<file path="src/rtl/uart_tx_fifo.sv">
// uart_tx_fifo: buffered 8N1 UART transmitter, LSB first, single clock.
// Ports:
//   sys_clk_i  rising-edge clock
//   sys_rst_i  synchronous active-high reset
//   data_i     byte to send
//   valid_i    data_i is valid
//   ready_o    FIFO can accept a byte
//   txd_o      serial line, idles high
//   busy_o     frame in flight or FIFO non-empty
//   level_o    FIFO occupancy, 0..FIFO_DEPTH
module uart_tx_fifo #(
    parameter int CLKS_PER_BIT = 868,
    parameter int FIFO_DEPTH   = 16
) (
    input  logic                          sys_clk_i,
    input  logic                          sys_rst_i,
    input  logic [7:0]                    data_i,
    input  logic                          valid_i,
    output logic                          ready_o,
    output logic                          txd_o,
    output logic                          busy_o,
    output logic [$clog2(FIFO_DEPTH):0]   level_o
);

    localparam int AW = $clog2(FIFO_DEPTH);
    localparam int LW = AW + 1;
    localparam int TW = $clog2(CLKS_PER_BIT);
    localparam logic [TW-1:0] T_LAST = TW'(CLKS_PER_BIT - 1);
    localparam logic [LW-1:0] FULL   = LW'(FIFO_DEPTH);

    typedef enum logic [1:0] {
        IDLE,
        START,
        DATA,
        STOP
    } state_t;

    state_t          state, state_n;
    logic [7:0]      mem [FIFO_DEPTH];
    logic [AW-1:0]   wr_ptr, rd_ptr;
    logic [LW-1:0]   count;
    logic [TW-1:0]   timer, timer_n;
    logic [2:0]      idx, idx_n;
    logic [7:0]      shift, shift_n;
    logic            txd, txd_n;
    logic            push, pop, has_data, t_wrap;

    // ready comes only from the registered count, so a same-cycle
    // pop never opens a slot in a full FIFO
    assign ready_o  = (count != FULL);
    assign push     = valid_i && ready_o;
    assign has_data = (count != '0);
    assign t_wrap   = (timer == T_LAST);

    assign txd_o   = txd;
    assign busy_o  = (state != IDLE) || has_data;
    assign level_o = count;

    always_ff @(posedge sys_clk_i) begin
        if (sys_rst_i) begin
            wr_ptr <= '0;
            rd_ptr <= '0;
            count  <= '0;
        end else begin
            if (push) wr_ptr <= wr_ptr + 1'b1;
            if (pop)  rd_ptr <= rd_ptr + 1'b1;
            case ({push, pop})
                2'b10:   count <= count + 1'b1;
                2'b01:   count <= count - 1'b1;
                default: count <= count;
            endcase
        end
    end

    always_ff @(posedge sys_clk_i) begin
        if (push) mem[wr_ptr] <= data_i;
    end

    always_comb begin
        state_n = state;
        timer_n = timer;
        idx_n   = idx;
        shift_n = shift;
        txd_n   = txd;
        pop     = 1'b0;
        unique case (state)
            IDLE: begin
                txd_n = 1'b1;
                if (has_data) begin
                    pop     = 1'b1;
                    shift_n = mem[rd_ptr];
                    timer_n = '0;
                    txd_n   = 1'b0;
                    state_n = START;
                end
            end
            START: begin
                if (t_wrap) begin
                    timer_n = '0;
                    idx_n   = '0;
                    txd_n   = shift[0];
                    state_n = DATA;
                end else begin
                    timer_n = timer + 1'b1;
                end
            end
            DATA: begin
                if (t_wrap) begin
                    timer_n = '0;
                    if (idx == 3'd7) begin
                        txd_n   = 1'b1;
                        state_n = STOP;
                    end else begin
                        // next bit is shift[1], which becomes shift[0]
                        shift_n = shift >> 1;
                        idx_n   = idx + 1'b1;
                        txd_n   = shift[1];
                    end
                end else begin
                    timer_n = timer + 1'b1;
                end
            end
            STOP: begin
                if (t_wrap) begin
                    timer_n = '0;
                    // chain straight into the next start bit
                    if (has_data) begin
                        pop     = 1'b1;
                        shift_n = mem[rd_ptr];
                        txd_n   = 1'b0;
                        state_n = START;
                    end else begin
                        state_n = IDLE;
                    end
                end else begin
                    timer_n = timer + 1'b1;
                end
            end
            default: state_n = IDLE;
        endcase
    end

    always_ff @(posedge sys_clk_i) begin
        if (sys_rst_i) begin
            state <= IDLE;
            timer <= '0;
            idx   <= '0;
            shift <= '0;
            txd   <= 1'b1;
        end else begin
            state <= state_n;
            timer <= timer_n;
            idx   <= idx_n;
            shift <= shift_n;
            txd   <= txd_n;
        end
    end

endmodule

</file>
<file path="config.mk">
export PLATFORM = sky130hd
export DESIGN_NAME = uart_tx_fifo
export DESIGN_NICKNAME = d
export VERILOG_FILES = /design/src/rtl/uart_tx_fifo.sv
export SDC_FILE = /design/constraint.sdc
export NUM_CORES = 1
export LEC_CHECK = 0
export ABC_AREA = 1
export BUFFER_PORTS_ARGS = -buffer_cell sky130_fd_sc_hd__buf_2
export CAP_MARGIN = 10
export CORE_MARGIN = 2
export CORE_UTILIZATION = 25
export DETAILED_ROUTE_END_ITERATION = 6
export HOLD_SLACK_MARGIN = 0.08
export PLACE_DENSITY = 0.37
export SLEW_MARGIN = 20
export SYNTH_ARGS = -nofsm -noshare
export SYNTH_HDL_FRONTEND = slang
export SYNTH_SLANG_ARGS = --single-unit
</file>
<file path="constraint.sdc">
create_clock -name sys_clk_i -period 3.36 [get_ports sys_clk_i]
set_clock_uncertainty 0.05 [all_clocks]
set_input_delay 0.672 -clock sys_clk_i [delete_from_list [all_inputs] [get_ports sys_clk_i]]
set_output_delay 0.672 -clock sys_clk_i [all_outputs]
set_load 0.02 [all_outputs]
</file>
## After elaboration in Yosys (flattened, before gate mapping)

Memories as Yosys holds them, arrays and structs flattened. A register that Yosys moved wholly into a read port is not among the register bits.
Index checks and enable logic that the tools add are counted.

- Register bits after elaboration: 37
- Bits in latches: 0
- Memory bits (writable): 128
- Memory bits (read-only): 0
- Input port bits: 11
- Output and inout port bits: 8
- Logic and storage cells: 77
- Memories: 1

Memories:

| name | words | width | read ports | clocked after Yosys merged registers in | write ports | RTL line | source |
|---|---|---|---|---|---|---|---|
| mem | 16 | 8 | 1 | 1 | 1 | 39 | `logic [7:0] mem [FIFO_DEPTH];` |

- Add/sub/neg operators: 6
- $mul: 0
- Divide/modulo/power cells: 0
- $lt $le $gt $ge: 0
- Equality and inequality tests: 15
- Shift operators: 0
- Muxes and demuxes: 34
- Bitwise gates (word level): 0
- Reductions and logical operators: 13

Operator list:

| kind | number |
|---|---|
| 8-bit two-way mux | 4 |
| 8-bit case mux with 3 select lines | 1 |
| 10-bit two-way mux | 2 |
| 10-bit case mux with 2 select lines | 1 |
| 2-bit != test (second input constant) | 7 |
| 4-bit AND reduction | 3 |
| 1-bit two-way mux | 11 |
| 10-bit by 1-bit adder with 10-bit output (second input constant) | 1 |
| 10-bit == test (second input constant) | 1 |
| 2-bit two-way mux | 5 |
| 5-bit case mux with 2 select lines | 1 |
| 3-bit two-way mux | 3 |
| 4-bit by 1-bit adder with 4-bit output (second input constant) | 2 |
| 4-bit two-way mux | 2 |
| 2-bit case mux with 4 select lines | 1 |
| 2-bit == test (second input constant) | 3 |
| 3-bit case mux with 2 select lines | 1 |
| 2-bit nonzero test | 3 |
| 5-bit by 1-bit adder with 5-bit output (second input constant) | 1 |
| 5-bit != test (second input constant) | 1 |
| 5-bit AND reduction | 1 |
| 5-bit nonzero test | 1 |
| 5-bit by 1-bit subtractor with 5-bit output (second input constant) | 1 |
| 2-bit by 1-bit == test with 1-bit output (second input constant) | 2 |
| 9 further kinds | 9 |

## Longest topological paths before layout

- Depth in word-level cells: 6
- Mapped depth: 21
- Mapped depth without buffers: 20

## Worst setup path after synthesis

Ideal clock, no wire load.

- Path kind: flip-flop to flip-flop
- From: register count[2] (netlist: level_o[2])
- To: register count[4] (netlist: level_o[4])
- Library setup time: 131 ps
- Data arrival time: 2,220 ps
- Required time: 3,179 ps
- Setup slack: 959 ps
- Stages on the path, launching flop included: 22
- Buffers on the path: 1
- Clock period less this slack: 2,401 ps
- Cell sequence: dfxtp_1 > nor2_4 > nand3_4 > nand2_2 > inv_2 > nand2_2 > nand2_4 > nand2_4 > inv_4 > ha_1 > clkbuf_1 > xnor2_1 > inv_1 > ha_1 > inv_1 > nand2_2 > nand2_1 > nand2_1 > nand2_1 > nand2_1 > nand2_1 > a21oi_2

- Cells in the longest elaborated chain, start to end: 6
- Elaborated cells on any way between the ends: 12
- Those cells by class: 2 x add/sub; 3 x eq/ne; 4 x mux; 3 x reduce/logical

RTL lines:

| element | RTL line | source |
|---|---|---|
| start: declaration | 41 | `logic [LW-1:0] count;` |
| start signal: assignment | 68 | `2'b10: count <= count + 1'b1;` |
| start signal: assignment | 69 | `2'b01: count <= count - 1'b1;` |
| start signal: assignment | 70 | `default: count <= count;` |
| 5-bit nonzero test * | 52 | `assign has_data = (count != '0);` |
| 1-bit two-way mux * | 89, 127 |  |
| 1-bit two-way mux | 124 | `if (t_wrap) begin` |
| 1-bit case mux with 2 select lines * | 86 | `unique case (state)` |
| net pop | 46 | `logic push, pop, has_data, t_wrap;` |
| 2-bit by 1-bit == test with 1-bit output or 2-bit == test (tied branches) | 67 | `case ({push, pop})` |
| 5-bit case mux with 2 select lines or 2-bit nonzero test (tied branches) | -- |  |

Mark *: on every way through the listed nets, which the timed path passes. The rest lies on a longest branch.
A chain may end at the register's enable or synchronous reset.

## Final worst setup path

- From: register state[1]
- To: output busy_o

- Cells in the longest elaborated chain, start to end: 2

RTL lines:

| element | RTL line | source |
|---|---|---|
| start: declaration | 38 | `state_t state, state_n;` |
| start signal: assignment | 151 | `state <= state_n;` |
| 2-bit nonzero test | 56 | `assign busy_o = (state != IDLE) \|\| has_data;` |
| 1-bit logical OR | 56 |  |
| end: declaration | 21 | `output logic busy_o,` |

Every way passes these cells.

==> metrics.txt <==
# TYPE chip_impl_metric gauge
chip_impl_metric{name="layout.nets",unit=""} 710
chip_impl_metric{name="cts.path.max_buffers",unit=""} 2
chip_impl_metric{name="groute.layer.met2.usage",unit="%"} 21.0
chip_impl_metric{name="synth-warning-count",unit=""} 0
chip_impl_info{name="r2r-start",value="timer[0]"} 1
chip_impl_metric{name="fin_util",unit="%"} 29.5
chip_impl_metric{name="postRouteAntennaNets",unit=""} 0
chip_impl_metric{name="cts_num_sinks",unit=""} 169
chip_impl_info{name="timing.critical_path.to_type",value="output port"} 1
chip_impl_metric{name="detail_route.first_pass.iterations",unit=""} 4
chip_impl_metric{name="leakage_power_total",unit="nW"} 2.90
chip_impl_metric{name="ctsHoldBuffers",unit=""} 0
chip_impl_metric{name="synth_area_per_cell",unit="um2"} 11.1
chip_impl_metric{name="worstSkewPairLatency",unit="ps"} 430
chip_impl_metric{name="floorplan.core_area",unit="mm2"} 0.0288
chip_impl_metric{name="initial_core_util",unit="%"} 25.5
chip_impl_metric{name="detailed_place_hpwl",unit="um"} 11800
chip_impl_metric{name="post-cts-setup-buffer-count",unit=""} 0
chip_impl_metric{name="wirelength",unit="um"} 19200
chip_impl_metric{name="ys_ff_latch",unit=""} 169
chip_impl_metric{name="global_placement_routability_congestion",unit=""} 0.771
chip_impl_metric{name="final_cell_count_no_fill",unit=""} 1081
chip_impl_metric{name="timing.slew.headroom",unit="%"} 36.1
chip_impl_metric{name="area_delta_synth_final",unit="%"} 16.0
chip_impl_metric{name="final_period_minus_worst_setup_slack",unit="ps"} 2540
chip_impl_metric{name="power.share.clock",unit="%"} 31.2
chip_impl_info{name="timing_worst_setup_path_type",value="reg2out"} 1
chip_impl_metric{name="chipHeight",unit="um"} 175
chip_impl_metric{name="place.port_buffers",unit=""} 18
chip_impl_metric{name="antennaDiodeCount",unit=""} 0
chip_impl_metric{name="drive_above_1_share",unit="%"} 15.1
chip_impl_metric{name="path_clk_slew",unit="ps"} 70
chip_impl_metric{name="drc",unit=""} 0
chip_impl_metric{name="power.density",unit="mW/mm2"} 769
chip_impl_metric{name="synth.yosys.seq_area_share",unit="%"} 63.7
chip_impl_metric{name="first_global_vias",unit=""} 4918
chip_impl_metric{name="post_drt_via_cell_ratio",unit=""} 4.63
chip_impl_metric{name="stdcell_area",unit="mm2"} 0.00850
chip_impl_info{name="clock_tree.root_cell",value="sky130_fd_sc_hd__clkbuf_16"} 1
chip_impl_metric{name="maxSlewViolCount",unit=""} 0
chip_impl_metric{name="worst_slew_pin_slew",unit="ps"} 956
chip_impl_metric{name="netlist_instances",unit=""} 661
chip_impl_info{name="most_used_routing_layer_in_global_routing",value="met2"} 1
chip_impl_metric{name="totalNegativeSetupSlack",unit="ps"} 0
chip_impl_metric{name="global_route_overflow",unit=""} 0
chip_impl_metric{name="grt.met3_usage",unit="%"} 2.20
chip_impl_info{name="cts_tree",value="done"} 1
chip_impl_metric{name="worst_ep_required_time",unit="ps"} 2640
chip_impl_metric{name="post_synth_instance_area",unit="mm2"} 0.00733
chip_impl_metric{name="post_cts.resized_instances",unit=""} 0
chip_impl_metric{name="rows",unit=""} 62
chip_impl_metric{name="groute.usage.overall",unit="%"} 12.8
chip_impl_metric{name="critical_path_arrival",unit="ps"} 1820
chip_impl_metric{name="combinationalPowerShare",unit="%"} 30.7
chip_impl_metric{name="path_max_fanout",unit=""} 10
chip_impl_metric{name="finalHoldViolCount",unit=""} 0
chip_impl_metric{name="dpl_cell_area",unit="mm2"} 0.00790
chip_impl_metric{name="drtIter0Drc",unit=""} 315
chip_impl_metric{name="power_switching",unit="mW"} 2.40
chip_impl_info{name="critical_path.startpoint_type",value="register"} 1
chip_impl_metric{name="synth-async-reset-ratio",unit="%"} 0
chip_impl_metric{name="num-fill-cells",unit=""} 2935
chip_impl_metric{name="final.setup.worst_slack",unit="ps"} 822
chip_impl_metric{name="grt_max_degree",unit=""} 65
chip_impl_info{name="critical_path.startpoint",value="state[1]"} 1
chip_impl_info{name="min_from",value="txd_o"} 1
chip_impl_metric{name="fin_worst_hold_slack",unit="ps"} 413
chip_impl_metric{name="power.share.sequential",unit="%"} 38.1
chip_impl_metric{name="vias",unit=""} 5005
chip_impl_metric{name="yosys.cell_types.count",unit=""} 48
chip_impl_metric{name="report.power.total",unit="mW"} 6.54
chip_impl_metric{name="die_area",unit="mm2"} 0.0307
chip_impl_metric{name="final.period_utilization",unit="%"} 75.5
chip_impl_metric{name="grt_pass1_wl",unit="um"} 29100
chip_impl_metric{name="synth_edf_count",unit=""} 128
chip_impl_metric{name="grt_met1_usage",unit="%"} 17.0
chip_impl_metric{name="placement.setup.worst_slack",unit="ps"} 865
chip_impl_metric{name="mappedNetlistNets",unit=""} 687
chip_impl_metric{name="htree_levels",unit=""} 4
chip_impl_info{name="synth_top_cell_by_area",value="sky130_fd_sc_hd__edfxtp_1"} 1
chip_impl_metric{name="power.internal",unit="mW"} 4.14
chip_impl_metric{name="die_x",unit="um"} 175
chip_impl_metric{name="antenna_found_initial",unit=""} 0
chip_impl_metric{name="vdd_drop_max",unit="uV"} 328
chip_impl_metric{name="report.final.setup_viol",unit=""} 0
chip_impl_info{name="status",value="finished, final reports clean"} 1
chip_impl_info{name="synth.top_cells.by_area",value="sky130_fd_sc_hd__edfxtp_1 (52%), sky130_fd_sc_hd__dfxtp_1 (11%), sky130_fd_sc_hd__nor2_1 (6.4%)"} 1
chip_impl_info{name="setup_repair_after_global_routing_missed_its_margin",value="no"} 1
chip_impl_metric{name="yosys.area.top_type_share",unit="%"} 52.5
chip_impl_info{name="hold_path_class",value="reg2reg"} 1
chip_impl_metric{name="tritoncts.num_buffers",unit=""} 17
chip_impl_metric{name="max_cap_violations",unit=""} 0
chip_impl_metric{name="pin_count",unit=""} 19
chip_impl_metric{name="timing.fmax",unit="GHz"} 0.394
chip_impl_info{name="yosys_most_used_dff",value="sky130_fd_sc_hd__edfxtp_1"} 1
chip_impl_metric{name="sw_frac_of_total",unit="%"} 36.7
chip_impl_metric{name="post-place-cells",unit=""} 1049
chip_impl_metric{name="route.detailed.wl_per_inst",unit="um"} 17.7
## metal layers
metal / vias to the layer above / part of all wire [%] / routed length [um]
met1: 2484 / 48 / 9240
met4: 0 / 1.1 / 204
met5: - / 0 / 0
li1: 2421 / - / -
met2: 89 / 48 / 9220
met3: 11 / 2.7 / 522
## critical path, cell delays in order (launching register included)
cell and delay (ps):
sky130_fd_sc_hd__dfxtp_1 340, sky130_fd_sc_hd__inv_1 140, sky130_fd_sc_hd__ha_1 190, sky130_fd_sc_hd__inv_1 120, sky130_fd_sc_hd__nor2_4 270, sky130_fd_sc_hd__inv_2 140, sky130_fd_sc_hd__buf_2 180
## logic make-up (layout without fill, tap and decap cells)
logic type	after synthesis	in the layout	share of synthesized area, %
buffers and inverters	70	106	4.08
multiplexers	10	10	1.37
XOR/XNOR	5	5	0.598
flip-flops	169	169	63.7
adder cells (fa/ha/maj)	15	15	2.56
AO/OA/AOI/OAI	150	150	12.6
AND/OR/NAND/NOR	242	242	15.2
## cells in the mapped netlist (all sizes together), types with 3 or more instances
library cell and number:
dfxtp 41, edfxtp 128, nor3 4, clkbuf 14
nand3 28, o21ai 73, a21oi 27, o221ai 10
mux2i 10, nor2 130, buf 15, xor2 3
o32ai 7, inv 40, ha 15, nand4 7
o211ai 22, nand2 67, a211oi 4
## worst paths after layout
| path | endpoint | slack, ps | cells after the start |
|---|---|---|---|
| hold / removal | txd_o | 410 | 2 |
| setup / recovery | busy_o | 820 | 6 |
| setup reg to reg | level_o[4] | 840 | 19 |
| hold reg to reg | txd_o | 410 | 2 |
## layout make-up
type / count / area [um2] / area share (%)
clock buffers: 17 / 425 / 5.00
clock inverters: 15 / 178 / 2.09
inverters: 41 / 160 / 1.88
multi-input cells: 422 / 2360 / 27.8
flip-flops and latches: 169 / 4670 / 54.9
well taps: 384 / 480 / 5.65
repair buffers: 33 / 228 / 2.68
## flip-flops by register name, summed over array words and instances (netlist names), named ones only
name     count
idx          3
level_o      5
mem        128
rd_ptr       4
shift        8
state        2
timer       10
txd_o        1
wr_ptr       4
## placed cells by master, fill, tap and decap left out, drive strengths merged
cell and n:
a211oi 4, a21oi 27, a221oi 1, a22oi 1, a31o 1, a32oi 2
and3 2, buf 33, bufinv 2, clkbuf 17, clkinv 3, clkinvlp 2
dfxtp 41, edfxtp 128, ha 15, inv 49, mux2i 10, nand2 67
nand3 28, nand4 7, nor2 130, nor3 4, nor3b 1, nor4 2
o211a 1, o211ai 22, o21a 1, o21ai 73, o221ai 10, o32ai 7
or2 1, xnor2 2, xor2 3
## power by group through the flow
stage               clock network [mW]  registers, mW  logic, mW
floorplan                            0           2.54       1.42
global placement                     0           2.53       2.02
detailed placement                   0           2.54       2.04
CTS                               2.10           2.49       2.05
global route                      2.19           2.51       2.23
finish                            2.04           2.49       2.01
Note: power is estimated with default switching activity, not from simulation.
